**src/rtl/trig_ctrl_pkg.sv**
```systemverilog
// Shared definitions for the trigger readout controller: FSM state
// encoding, default ID width, counter widths and a saturating increment.
package trig_ctrl_pkg;

  localparam int ID_WIDTH_DEF = 16;
  localparam int CNT_WIDTH    = 16;
  localparam int DEAD_WIDTH   = 8;

  typedef enum logic [1:0] {
    ST_IDLE    = 2'd0,
    ST_CAPTURE = 2'd1,
    ST_DEAD    = 2'd2,
    ST_FULL    = 2'd3
  } ctrl_state_t;

  // Counter increment that sticks at all-ones instead of wrapping.
  function automatic logic [CNT_WIDTH-1:0] sat_inc(input logic [CNT_WIDTH-1:0] v);
    return (v == '1) ? v : v + CNT_WIDTH'(1);
  endfunction

endpackage

```
**src/rtl/id_fifo.sv**
```systemverilog
// Small FIFO of captured trigger IDs. Pointers carry one extra bit so a
// full FIFO (same index, different wrap bit) is distinct from an empty one.
// dout is a registered copy of the head entry and reads 0 when empty.
module id_fifo #(
  parameter int WIDTH = 16,
  parameter int DEPTH = 4
) (
  input  logic                     clk,
  input  logic                     rst_n,
  input  logic                     push,
  input  logic                     pop,
  input  logic [WIDTH-1:0]         din,
  output logic [WIDTH-1:0]         dout,
  output logic                     full,
  output logic                     empty,
  output logic [$clog2(DEPTH):0]   count
);

  localparam int AW = $clog2(DEPTH);

  logic [WIDTH-1:0] mem [DEPTH];
  logic [AW:0]      wr_ptr;
  logic [AW:0]      rd_ptr;
  logic [AW:0]      wr_ptr_nxt;
  logic [AW:0]      rd_ptr_nxt;
  logic             push_ok;
  logic             pop_ok;
  logic [WIDTH-1:0] head_nxt;

  assign empty   = (wr_ptr == rd_ptr);
  assign full    = (wr_ptr[AW] != rd_ptr[AW]) && (wr_ptr[AW-1:0] == rd_ptr[AW-1:0]);
  assign count   = wr_ptr - rd_ptr;
  // A pop on an empty FIFO is dropped; a push into a full FIFO only
  // proceeds when a pop frees a slot in the same cycle.
  assign pop_ok  = pop && !empty;
  assign push_ok = push && (!full || pop_ok);

  // Next pointers and the entry that will sit at the head after this cycle.
  always_comb begin
    wr_ptr_nxt = wr_ptr + {{AW{1'b0}}, push_ok};
    rd_ptr_nxt = rd_ptr + {{AW{1'b0}}, pop_ok};
    head_nxt   = '0;
    if (wr_ptr_nxt != rd_ptr_nxt) begin
      if (push_ok && (rd_ptr_nxt == wr_ptr)) begin
        head_nxt = din;
      end else begin
        head_nxt = mem[rd_ptr_nxt[AW-1:0]];
      end
    end
  end

  // Storage array write port.
  always_ff @(posedge clk) begin
    if (push_ok) begin
      mem[wr_ptr[AW-1:0]] <= din;
    end
  end

  // Pointer update and registered head output.
  always_ff @(posedge clk or negedge rst_n) begin
    if (!rst_n) begin
      wr_ptr <= '0;
      rd_ptr <= '0;
      dout   <= '0;
    end else begin
      wr_ptr <= wr_ptr_nxt;
      rd_ptr <= rd_ptr_nxt;
      dout   <= head_nxt;
    end
  end

endmodule

```
**src/rtl/trigger_readout_ctrl.sv**
```systemverilog
// Trigger readout controller: accepts synchronized trigger pulses, starts
// the ID deserializer, buffers captured IDs for SPI readout, applies an
// optional dead time and vetoes new triggers while it cannot take them.
//
// Handshakes: there is no valid/ready back-pressure anywhere. trig_pulse,
// id_valid, rd_req, clear_counts and capture_start are single-cycle pulses
// that act on the rising edge where they are high; a pulse arriving when
// the block cannot act on it is dropped (triggers are counted as lost).
module trigger_readout_ctrl
  import trig_ctrl_pkg::*;
#(
  parameter int ID_WIDTH   = ID_WIDTH_DEF,
  parameter int FIFO_DEPTH = 4,
  parameter int ID_TIMEOUT = 1024
) (
  input  logic                          pll_clk,
  input  logic                          reset,
  input  logic                          trig_pulse,
  input  logic                          id_valid,
  input  logic [ID_WIDTH-1:0]           id_data,
  output logic                          capture_start,
  input  logic                          rd_req,
  output logic [ID_WIDTH-1:0]           rd_data,
  input  logic [DEAD_WIDTH-1:0]         dead_time,
  input  logic                          clear_counts,
  output logic                          veto_out,
  output logic                          interrupt,
  output logic [CNT_WIDTH-1:0]          trig_count,
  output logic [CNT_WIDTH-1:0]          lost_count,
  output logic                          err_timeout,
  output ctrl_state_t                   state_dbg,
  output logic [$clog2(FIFO_DEPTH):0]   fifo_count
);

  localparam int FW = $clog2(FIFO_DEPTH) + 1;
  localparam int TW = $clog2(ID_TIMEOUT + 1);

  ctrl_state_t           state;
  logic [TW-1:0]         tmo_cnt;
  logic [DEAD_WIDTH-1:0] dead_cnt;

  logic          fifo_push;
  logic          fifo_full;
  logic          fifo_empty;
  logic          push_eff;
  logic          pop_eff;
  logic [FW-1:0] count_nxt;
  logic          full_nxt;
  logic          trig_accept;
  logic          trig_lost;
  logic          timeout_hit;

  assign state_dbg = state;

  // Only the CAPTURE state consumes an ID; late IDs in other states vanish.
  assign fifo_push   = (state == ST_CAPTURE) && id_valid;
  assign pop_eff     = rd_req && !fifo_empty;
  assign push_eff    = fifo_push && (!fifo_full || pop_eff);
  // Occupancy after this cycle, so exits and the interrupt see the effect
  // of a same-cycle push/pop rather than lagging by one cycle.
  assign count_nxt   = fifo_count + FW'(push_eff) - FW'(pop_eff);
  assign full_nxt    = (count_nxt == FW'(FIFO_DEPTH));
  assign trig_accept = (state == ST_IDLE) && trig_pulse && !fifo_full;
  assign trig_lost   = trig_pulse && !trig_accept;
  assign timeout_hit = (state == ST_CAPTURE) && !id_valid &&
                       (tmo_cnt == TW'(ID_TIMEOUT - 1));

  id_fifo #(
    .WIDTH (ID_WIDTH),
    .DEPTH (FIFO_DEPTH)
  ) u_id_fifo (
    .clk   (pll_clk),
    .rst_n (reset),
    .push  (fifo_push),
    .pop   (rd_req),
    .din   (id_data),
    .dout  (rd_data),
    .full  (fifo_full),
    .empty (fifo_empty),
    .count (fifo_count)
  );

  // Control FSM with its timers and registered capture_start / veto_out.
  always_ff @(posedge pll_clk or negedge reset) begin
    if (!reset) begin
      state         <= ST_IDLE;
      capture_start <= 1'b0;
      veto_out      <= 1'b0;
      tmo_cnt       <= '0;
      dead_cnt      <= '0;
    end else begin
      capture_start <= 1'b0;
      case (state)
        ST_IDLE: begin
          if (trig_accept) begin
            capture_start <= 1'b1;
            veto_out      <= 1'b1;
            tmo_cnt       <= '0;
            state         <= ST_CAPTURE;
          end else begin
            veto_out <= full_nxt;
          end
        end
        ST_CAPTURE: begin
          // A timeout leaves exactly like a captured ID, just without a push.
          if (id_valid || timeout_hit) begin
            if (dead_time != '0) begin
              dead_cnt <= dead_time - DEAD_WIDTH'(1);
              veto_out <= 1'b1;
              state    <= ST_DEAD;
            end else if (full_nxt) begin
              veto_out <= 1'b1;
              state    <= ST_FULL;
            end else begin
              veto_out <= 1'b0;
              state    <= ST_IDLE;
            end
          end else begin
            tmo_cnt <= tmo_cnt + TW'(1);
          end
        end
        ST_DEAD: begin
          if (dead_cnt == '0) begin
            if (full_nxt) begin
              veto_out <= 1'b1;
              state    <= ST_FULL;
            end else begin
              veto_out <= 1'b0;
              state    <= ST_IDLE;
            end
          end else begin
            dead_cnt <= dead_cnt - DEAD_WIDTH'(1);
          end
        end
        ST_FULL: begin
          if (!fifo_full) begin
            veto_out <= 1'b0;
            state    <= ST_IDLE;
          end else begin
            veto_out <= 1'b1;
          end
        end
        default: begin
          veto_out <= 1'b0;
          state    <= ST_IDLE;
        end
      endcase
    end
  end

  // Accepted and lost trigger counters; a clear wins over an increment.
  always_ff @(posedge pll_clk or negedge reset) begin
    if (!reset) begin
      trig_count <= '0;
      lost_count <= '0;
    end else if (clear_counts) begin
      trig_count <= '0;
      lost_count <= '0;
    end else begin
      if (trig_accept) begin
        trig_count <= sat_inc(trig_count);
      end
      if (trig_lost) begin
        lost_count <= sat_inc(lost_count);
      end
    end
  end

  // Sticky ID-timeout flag, cleared together with the counters.
  always_ff @(posedge pll_clk or negedge reset) begin
    if (!reset) begin
      err_timeout <= 1'b0;
    end else if (clear_counts) begin
      err_timeout <= 1'b0;
    end else if (timeout_hit) begin
      err_timeout <= 1'b1;
    end
  end

  // Interrupt follows FIFO occupancy in the same cycle as rd_data changes.
  always_ff @(posedge pll_clk or negedge reset) begin
    if (!reset) begin
      interrupt <= 1'b0;
    end else begin
      interrupt <= (count_nxt != '0);
    end
  end

endmodule

```
**config.mk**
```make
export PLATFORM = sky130hd
export DESIGN_NAME = trigger_readout_ctrl
export DESIGN_NICKNAME = d
export VERILOG_FILES = /design/src/rtl/trig_ctrl_pkg.sv /design/src/rtl/id_fifo.sv /design/src/rtl/trigger_readout_ctrl.sv
export SDC_FILE = /design/constraint.sdc
export NUM_CORES = 1
export LEC_CHECK = 0
export CELL_PAD_IN_SITES_DETAIL_PLACEMENT = 1
export CELL_PAD_IN_SITES_GLOBAL_PLACEMENT = 2
export CORE_MARGIN = 5
export CORE_UTILIZATION = 30
export DETAILED_ROUTE_END_ITERATION = 10
export PLACE_DENSITY = 0.77
export SLEW_MARGIN = 20
export SYNTH_ARGS = -nofsm -noshare
export SYNTH_HDL_FRONTEND = slang
export SYNTH_SLANG_ARGS = --single-unit
```
**constraint.sdc**
```tcl
create_clock -name pll_clk -period 5.9 [get_ports pll_clk]
set_clock_uncertainty 0.05 [all_clocks]
set_input_delay 1.18 -clock pll_clk [delete_from_list [all_inputs] [get_ports pll_clk]]
set_output_delay 1.18 -clock pll_clk [all_outputs]
set_load 0.02 [all_outputs]
```
==> flow_summary.toml <==
[clock_network]
worst_setup_hold_path_clk_slew_ns = 0.06
ctsHtreeMaxLevel = 4
cts_buffers = 17
clk_path_buf_depth = 2
tritoncts_sinks = 143
worstSkewPairLatency_ns = 0.41
clockRootBuffer = "clkbuf_16"
number_of_resized_instances_in_the_post_cts_repair_step = 0
post_cts_buffers = 0
tritoncts_clock_tree = "done"
holdBufCountCts = 0

[synthesis]
mappedNetlistNets = 582
yosys_most_used_dff = "dfrtp_1"
synth.yosys.seq_area_share_pct = 57.3
synth_largest_area_cell = "dfrtp_1"
edff_count_synth = 64
netlist_top_cells_count = "79 x dfrtp_1, 64 x edfxtp_1, 62 x nor2_1"
synth_top_cells_by_area = "dfrtp_1 29%, edfxtp_1 28%, mux4_2 5.3%"
synth_most_common_cell = "dfrtp_1"
yosys_register_bits = 143
ys_warn_count = 0
synth_area_um2 = 6810
post_synth_num_cell_types = 67
async_flop_share_pct = 55.2
postSynthAreaPerCell_um2 = 12.7
synth_largest_type_area_fraction_pct = 29.0
syn-instance-count = 538

[placed_design]
dp_hpwl_um = 11600
place.gp.congestion = 0.801
placed_area_um2 = 8040
placement.io_buffers = 86

[sta]
rsz0062_at_grt = "no"
hold_viol = 0
setup_tns_ns = 0
fmaxAchievable_mhz = 254
finalCriticalPeriod_ns = 3.93
setup_viol_count_final = 0
fin_hold_ws_ns = 0.461
max_slew.worst_pin.slew_ns = 0.974
slew_headroom_pct = 34.5
final-max-slew-violation-count = 0
final.period_utilization_pct = 66.7

[grt]
grt_remaining_overflow = 0
vias_in_the_first_global_route = 5171
grt_use_total_pct = 13.4
antenna_found_initial = 0
grt_max_degree = 80
wire_length_of_the_first_global_routing_pass_um = 27700

[power_and_ir_drop]
internal_power_mw = 2.71
portion_of_total_power_attributed_to_combinational_logic_pct = 43.6
switching_power_total_mw = 1.68
power_density_nw_per_um2 = 509
power.switching_fraction_pct = 38.3
max-vdd-ir-drop_mv = 0.244
leakagePower_nw = 3.17
seq_power_share_pct = 31.4
clock_power_share_pct = 25.0

[worst_setup_path]
worstSetupStartpointType = "input pin"
timing.critical_path.required_ns = 6.17
r2r_start = "u_id_fifo.wr_ptr[0]"
timing_worst_setup_path_type = "input pin to register"
cp-end-kind = "register"
worst_r2r_path_depth = 13
cp.arrival_ns = 4.20
worstSetupStartpoint = "rd_req"
worst-path-max-fanout = 7

[run_status]
outcome = "finished clean"

[detailed_routing]
detailed_route_vias_per_instance = 5.06
antenna_violating_nets_post_route = 0
drt-wirelength-per-cell_um = 18.2
pre_antenna_drt_iters = 4
drtIter0Drc = 174
postRouteWirelength_um = 17000
dr_total_vias = 4720
drc_errors = 0

[final_layout]
fillCellCount = 2373
share_of_post_route_cells_with_drive_strength_above_1_pct = 12.4
design.final.nets = 678
post_route_cell_area_um2 = 8640
syn_to_final_growth_pct = 27.0
antenna_cells = 0

[worst_hold_path]
min_path_type = "register to register"
worstHoldPathCells = 1
min_from = "tmo_cnt[0]"

[floorplanning]
initial_utilization_pct = 30.3
io-pin-count = 87
die_w_um = 161
coreArea_um2 = 22500
floorplan.die_area_um2 = 25800
die_y_um = 161
num_rows = 55

[run]
max_cap_viol_count = 0
-- critical path, stage by stage --
cell and delay [ns]:
clkdlybuf4s50_1 0.48, o311ai_4 0.56, ha_1 0.20, inv_1 0.04, ha_1 0.18, fa_1 0.38
xnor2_1 0.18, xnor3_1 0.30, o41ai_1 0.40, nor2_1 0.08, o31ai_1 0.22
-- path summary, 6_finish.rpt --
path,endpoint,slack (ns)
min in group asynchronous,tmo_cnt[9],0.78
setup / recovery,veto_out,1.97
hold / removal,tmo_cnt[0],0.46
setup reg to reg,veto_out,2.21
max in group asynchronous,u_id_fifo.dout[7],4.50
hold reg to reg,tmo_cnt[0],0.46
-- kinds of logic after synthesis --
| kind of cell | synth area share [%] |
|---|---|
| muxes | 9.61 |
| DFF | 57.3 |
| adders and majority gates | 2.79 |
| and+or+nand+nor | 14.5 |
| xor gates and xnor gates | 5.09 |
| AOI/OAI and AO/OA | 8.56 |
| buffers and inverters | 2.17 |
-- routing by layer --
layer | GRT usage (%) | share of wire [%] | up-vias
li1 | - | - | 2211
met1 | 16.8 | 46 | 2423
met2 | 23.2 | 50 | 80
met3 | 3.77 | 3.7 | 6
met4 | 2.85 | 0.45 | 0
met5 | 0 | 0 | -
-- power groups by stage --
stage                     registers [mW]  logic, mW  clock network [mW]
after global routing                1.41       2.11                1.18
after CTS                           1.39       1.96                1.13
final                               1.38       1.92                1.10
after detailed placement            1.40       1.93                   0
after floorplan                     1.45       1.23                   0
after global placement              1.39       1.89                   0
-- sequential cells by signal, summed over array words and instances, names as in the netlist, 2 cells and up --
register and count:
dead_cnt 8, u_id_fifo.dout 16, tmo_cnt 11, state_dbg 2, u_id_fifo.mem 64, trig_count 16
u_id_fifo.rd_ptr 3, lost_count 16, u_id_fifo.wr_ptr 3
-- final cells by class --
class / instances / area [µm²] / area share (%)
inverter: 17 / 63.8 / 0.738
multi-input combinational: 359 / 2780 / 32.2
sequential: 143 / 3900 / 45.1
clock inverter: 14 / 176 / 2.04
timing repair buffer: 96 / 937 / 10.8
clock buffer: 18 / 429 / 4.96
tap: 285 / 357 / 4.13
-- per-stage QoR --
stage / util, % / setup WS [ns] / instances / total power, mW
floorplan: - / 2.41 / 538 / 2.68
global route: 38.4 / 1.73 / 932 / 4.70
CTS: 38.4 / 2.00 / 932 / 4.47
global placement: 35.7 / 1.65 / 900 / 3.28
finish: 38.4 / 1.97 / 932 / 4.40
detailed placement: 35.7 / 1.57 / 900 / 3.34
-- cells in the final DEF (no fill, tap or decap), types with 9 or more instances in the layout --
cell and n:
a21oi_1 20, buf_4 10, clkbuf_16 17, clkdlybuf4s50_1 85
dfrtp_1 79, edfxtp_1 64, ha_1 12, inv_1 16
mux2i_1 26, mux4_2 16, nand2_1 27, nand3_1 16
nand4_1 10, nor2_1 62, nor3_1 14, o21ai_0 13
o31ai_1 9, or3_1 11, xnor2_1 24
Note: power is estimated with default switching activity, not from simulation.
==> edit 1, RTL diff (same flow settings) <==
Register the output `rd_data`, with the module's reset; this adds one clock of latency there. The other outputs are not delayed to match. Comments in the files are not updated.
--- a/src/rtl/trigger_readout_ctrl.sv
+++ b/src/rtl/trigger_readout_ctrl.sv
@@ -35,6 +35,8 @@
   localparam int FW = $clog2(FIFO_DEPTH) + 1;
   localparam int TW = $clog2(ID_TIMEOUT + 1);
 
+  logic [ID_WIDTH-1:0] rd_data_d;
+
   ctrl_state_t           state;
   logic [TW-1:0]         tmo_cnt;
   logic [DEAD_WIDTH-1:0] dead_cnt;
@@ -74,7 +76,7 @@
     .push  (fifo_push),
     .pop   (rd_req),
     .din   (id_data),
-    .dout  (rd_data),
+    .dout  (rd_data_d),
     .full  (fifo_full),
     .empty (fifo_empty),
     .count (fifo_count)
@@ -186,5 +188,13 @@
     end
   end
 
+  always_ff @(posedge pll_clk or negedge reset) begin
+    if (!reset) begin
+      rd_data <= '0;
+    end else begin
+      rd_data <= rd_data_d;
+    end
+  end
+
 endmodule
 
Formal check against the unedited RTL: not equivalent (Yosys sat finds a counterexample within 4 cycles, from zero or initial values and one cycle with reset low).
==> edit 1 against the unedited design <==
- setup slack got worse by 0.19 ns
- sequential cell count increased by 16
- cell area increased by 4.8%
- area after synthesis rose by 5.7%
- wire length grew 7.6%
- total power increased by 3.5%
- largest power group unchanged
- synthesized cell count is 5.6% higher
==> edit 1: results (changes against the unedited design) <==
----------------------------------------------------
[Outcome]
  Status ... complete, no violations

[Critical path]
  Setup slack of the worst register-to-register path ... 2.03 ns (-0.18 ns)
  Max stage delay cell, worst path ... o311ai_2
  Maximum fanout along the worst path ... 5 (-2)
  Signal arrival time at the worst endpoint ... 4.41 ns (+0.21 ns)

[Drt]
  First-pass DRT Iterations ... 6 (+2)
  DR WL met2 ... 9220 um (+8.1%)
  Number of vias after detailed routing ... 5017 (+6.3%)
  Vias/cell ... 5.04 (-0.44%)
  Number of DRC markers after the initial detailed-route iteration ... 313 (+80%)
  Routed length per placed instance ... 18.3 um (+0.79%)
  Detailed-route wire length on metal 1 ... 8030 um (+4.0%)

[Pwr]
  Leak ... 0.00335 uW (+5.8%)
  Largest voltage drop on the vdd net ... 0.000420 V (+72%)

[Hold path]
  Worst-case hold path end point ... rd_data[1]
  Worst hold stages ... 0 (-1)
  Beginning of the worst hold path ... u_id_fifo.dout[1]

[Clock tree]
  Insertion delay of the later-clocked pin in the worst-skew pair ... 0.43 ns (+0.02 ns)
  Clock transition at path regs ... 0.07 ns
  Root Buffer Master ... clkbuf_16

[Global routing]
  Maximum number of pins on one net before global-route repair ... 58 (-28%)
  Number of global-route vias before repair ... 5481 (+6.0%)
  First-pass GRT wire length ... 29600 um (+6.8%)
  Met3 Track Usage GR ... 3.49% (-0.28 points)
  GR Util All Layers ... 14.0% (+0.59 points)
  Met1 Resource Use GR ... 17.7% (+0.86 points)
  GRT met2 Usage ... 23.9% (+0.73 points)

[STA]
  Worst hold slack ... 0.301 ns (-0.160 ns)
  Final period utilization ... 69.9% (+3.2 points)
  Slew at the pin with the worst max-slew slack ... 0.969 ns (-0.00506 ns)

[Logic synthesis]
  Number of instances in the synthesized netlist ... 568 (+5.6%)
  Most instantiated cells after synthesis ... dfrtp_1 (95), edfxtp_1 (64), nor2_1 (60)
  Area contributors post-synth ... dfrtp_1 (33%), edfxtp_1 (27%), mux4_2 (5.0%), nor2_1 (3.1%), mux2i_1 (3.1%)
  Net count after synthesis ... 612 (+5.2%)
  Fraction of the mapped netlist area in adder cells ... 2.64% (-0.15 points)
  Share of synthesized flip-flops with an asynchronous set or reset ... 59.7% (+4.5 points)
  Number of distinct library cells after synthesis ... 62 (-7.5%)
  Xor/xnor cell area share of the yosys netlist ... 4.10% (-0.99 points)

[Final layout]
  Final net count ... 707 (+4.3%)
  Layout fillers ... 2539 (+7.0%)
  Layout cells sized above 1 ... 10.7% (-1.7 points)

[Place]
  GP Congestion ... 0.750 (-6.5%)
  Placed standard-cell area ... 8450 um^2 (+5.2%)
  DP HPWL ... 12500 um (+7.2%)
  Inst Count DP ... 963 (+7.0%)
  Placement Setup Slack ... 1.38 ns (-0.189 ns)

----------------------------------------------------
-- edit 1: where the power goes --
part           switching (uW)  internal [uW]  total, uW
clock                     543            579       1120
sequential                168           1390       1550
combinational            1050            819       1870
total                    1760           2780       4550
-- edit 1: worst register-to-register path, cell delays in order (launching register included) --
cell      delay, ns
dfrtp_1        0.48
inv_1          0.07
ha_1           0.32
nand2_1        0.14
o311ai_2       0.59
ha_1           0.22
inv_1          0.04
ha_1           0.18
fa_1           0.37
xnor2_1        0.19
xnor3_1        0.27
nor3_1         0.43
o21bai_1       0.18
a41oi_1        0.25
-- edit 1: cell type report --
cell class	instances	area, um^2	area share (%)
inverter	25	93.8	1.04
sequential	159	4300	47.4
clock buffer	17	425	4.69
timing repair buffer	96	933	10.3
tap	319	399	4.40
clock inverter	15	188	2.07
multi-input combinational	364	2730	30.1
==> edit 2, RTL diff (same settings) <==
Made on the original files. `DEAD_WIDTH`: 8 -> 6.
--- a/src/rtl/trig_ctrl_pkg.sv
+++ b/src/rtl/trig_ctrl_pkg.sv
@@ -4,7 +4,7 @@
 
   localparam int ID_WIDTH_DEF = 16;
   localparam int CNT_WIDTH    = 16;
-  localparam int DEAD_WIDTH   = 8;
+  localparam int DEAD_WIDTH   = 6;
 
   typedef enum logic [1:0] {
     ST_IDLE    = 2'd0,
Ports: changed (resized dead_time); port bits go from 87 to 85. The function was not compared with the original's and may differ.
==> edit 2 against the unedited design <==
- cell area shrank 3.2%
- clock power fell by 4%
- maximum frequency up 1.7%
- setup slack improved by 0.066 ns
- wire length decreased by 3.3%
- count of clock-buffer cells in the layout down 1
- via count down 2.5%
- total power decreased by 4.2%
- global-route usage rose by 0.35 points
- first-iteration DRC count grew 20%
- cell count decreased by 3.0%
- area after synthesis down 3.3%
- sequential cell count shrank 2
- largest power group unchanged
==> edit 2: results (changes against the unedited design) <==
----------------------------------------------------
[Final layout]
  Number of non-clock inverters ... 20 (+3)
  Core utilization of the finished layout ... 38.6% (+0.16 points)
  Layout cells sized above 1 ... 12.0% (-0.35 points)
  Sequential cell count ... 141 (-1.4%)
  Final net count ... 653 (-3.7%)
  Register share of the cell area ... 46.0% (+0.90 points)
  Multi-input gate area in the final layout ... 2590 um^2 (-6.9%)
  Post-Layout Cell Count ... 904 (-3.0%)
  ClkCell Share ... 7.09% (+0.083 points)
  Layout clock buffer count ... 17 (-1)
  NonClk Buf Share ... 10.9% (+0.031 points)
  Nonclk buf count ... 93 (-3.1%)

[Pwr]
  Leak ... 0.00303 uW (-4.3%)
  Largest voltage drop on the vdd net ... 0.000270 V (+10%)

[Hold path]
  Worst-case hold path end point ... dead_cnt[0]
  Worst hold stages ... 2 (+1)

[Global routing]
  First-pass GRT wire length ... 26900 um (-2.9%)
  Met1 Resource Use GR ... 17.8% (+1.0 points)
  Maximum number of pins on one net before global-route repair ... 78 (-2.5%)
  Met3 Track Usage GR ... 3.14% (-0.63 points)

[Place]
  Inst Count DP ... 872 (-3.1%)
  GP Congestion ... 0.822 (+2.6%)
  Placed standard-cell area ... 7760 um^2 (-3.4%)

[Logic synthesis]
  Most instantiated cells after synthesis ... dfrtp_1 (77), edfxtp_1 (64), nor2_1 (48)
  Fraction of the mapped netlist area in adder cells ... 2.89% (+0.096 points)
  Number of distinct library cells after synthesis ... 62 (-7.5%)
  Area contributors post-synth ... dfrtp_1 (29%), edfxtp_1 (29%), mux4_2 (5.5%), mux2i_1 (3.2%), nor2_1 (2.7%)
  Net count after synthesis ... 561 (-3.6%)
  Xor/xnor cell area share of the yosys netlist ... 4.58% (-0.51 points)
  Share of the synthesized area in compound gates (AO/OA/AOI/OAI) ... 8.46% (-0.10 points)

[Critical path]
  Setup slack of the worst register-to-register path ... 2.24 ns (+0.03 ns)
  Worst R2R End ... state_dbg[1]
  Number of cells on the worst reg-to-reg path ... 14 (+1)
  Signal arrival time at the worst endpoint ... 4.12 ns (-0.08 ns)
  Maximum fanout along the worst path ... 5 (-2)

[Drt]
  Detailed-route wire length on metal 1 ... 7360 um (-4.7%)
  DR WL met2 ... 8230 um (-3.5%)
  Number of DRC markers after the initial detailed-route iteration ... 209 (+20%)

[Outcome]
  Status ... complete, no violations

[Floorplanning]
  Floorplan die area ... 25000 um^2 (-3.1%)

[STA]
  Slew HR ... 38.0% (+3.4 points)

----------------------------------------------------
edit 2: worst max-delay path, stage by stage:
cell and delay, ns:
clkdlybuf4s50_1 0.48, o311ai_4 0.50, ha_1 0.32, inv_1 0.06
ha_1 0.13, inv_1 0.05, fa_1 0.37, xor2_1 0.22
xnor2_2 0.15, nor3b_2 0.10, mux2_2 0.27, a221o_1 0.29
edit 2: power by group:
| part | leakage (uW) | internal, uW | switching (uW) |
|---|---|---|---|
| logic | 0.00117 | 810 | 1000 |
| clock network | 0.000282 | 570 | 494 |
| registers | 0.00158 | 1200 | 135 |
| total | 0.00303 | 2580 | 1630 |
edit 2: per-stage QoR:
| stage | worst slack [ns] | hold WS (ns) |
|---|---|---|
| floorplan | 2.32 | 0.411 |
| global placement | 1.65 | 0.438 |
| detailed placement | 1.57 | 0.454 |
| CTS | 2.03 | 0.472 |
| global route | 1.89 | 0.493 |
| finish | 2.03 | 0.463 |
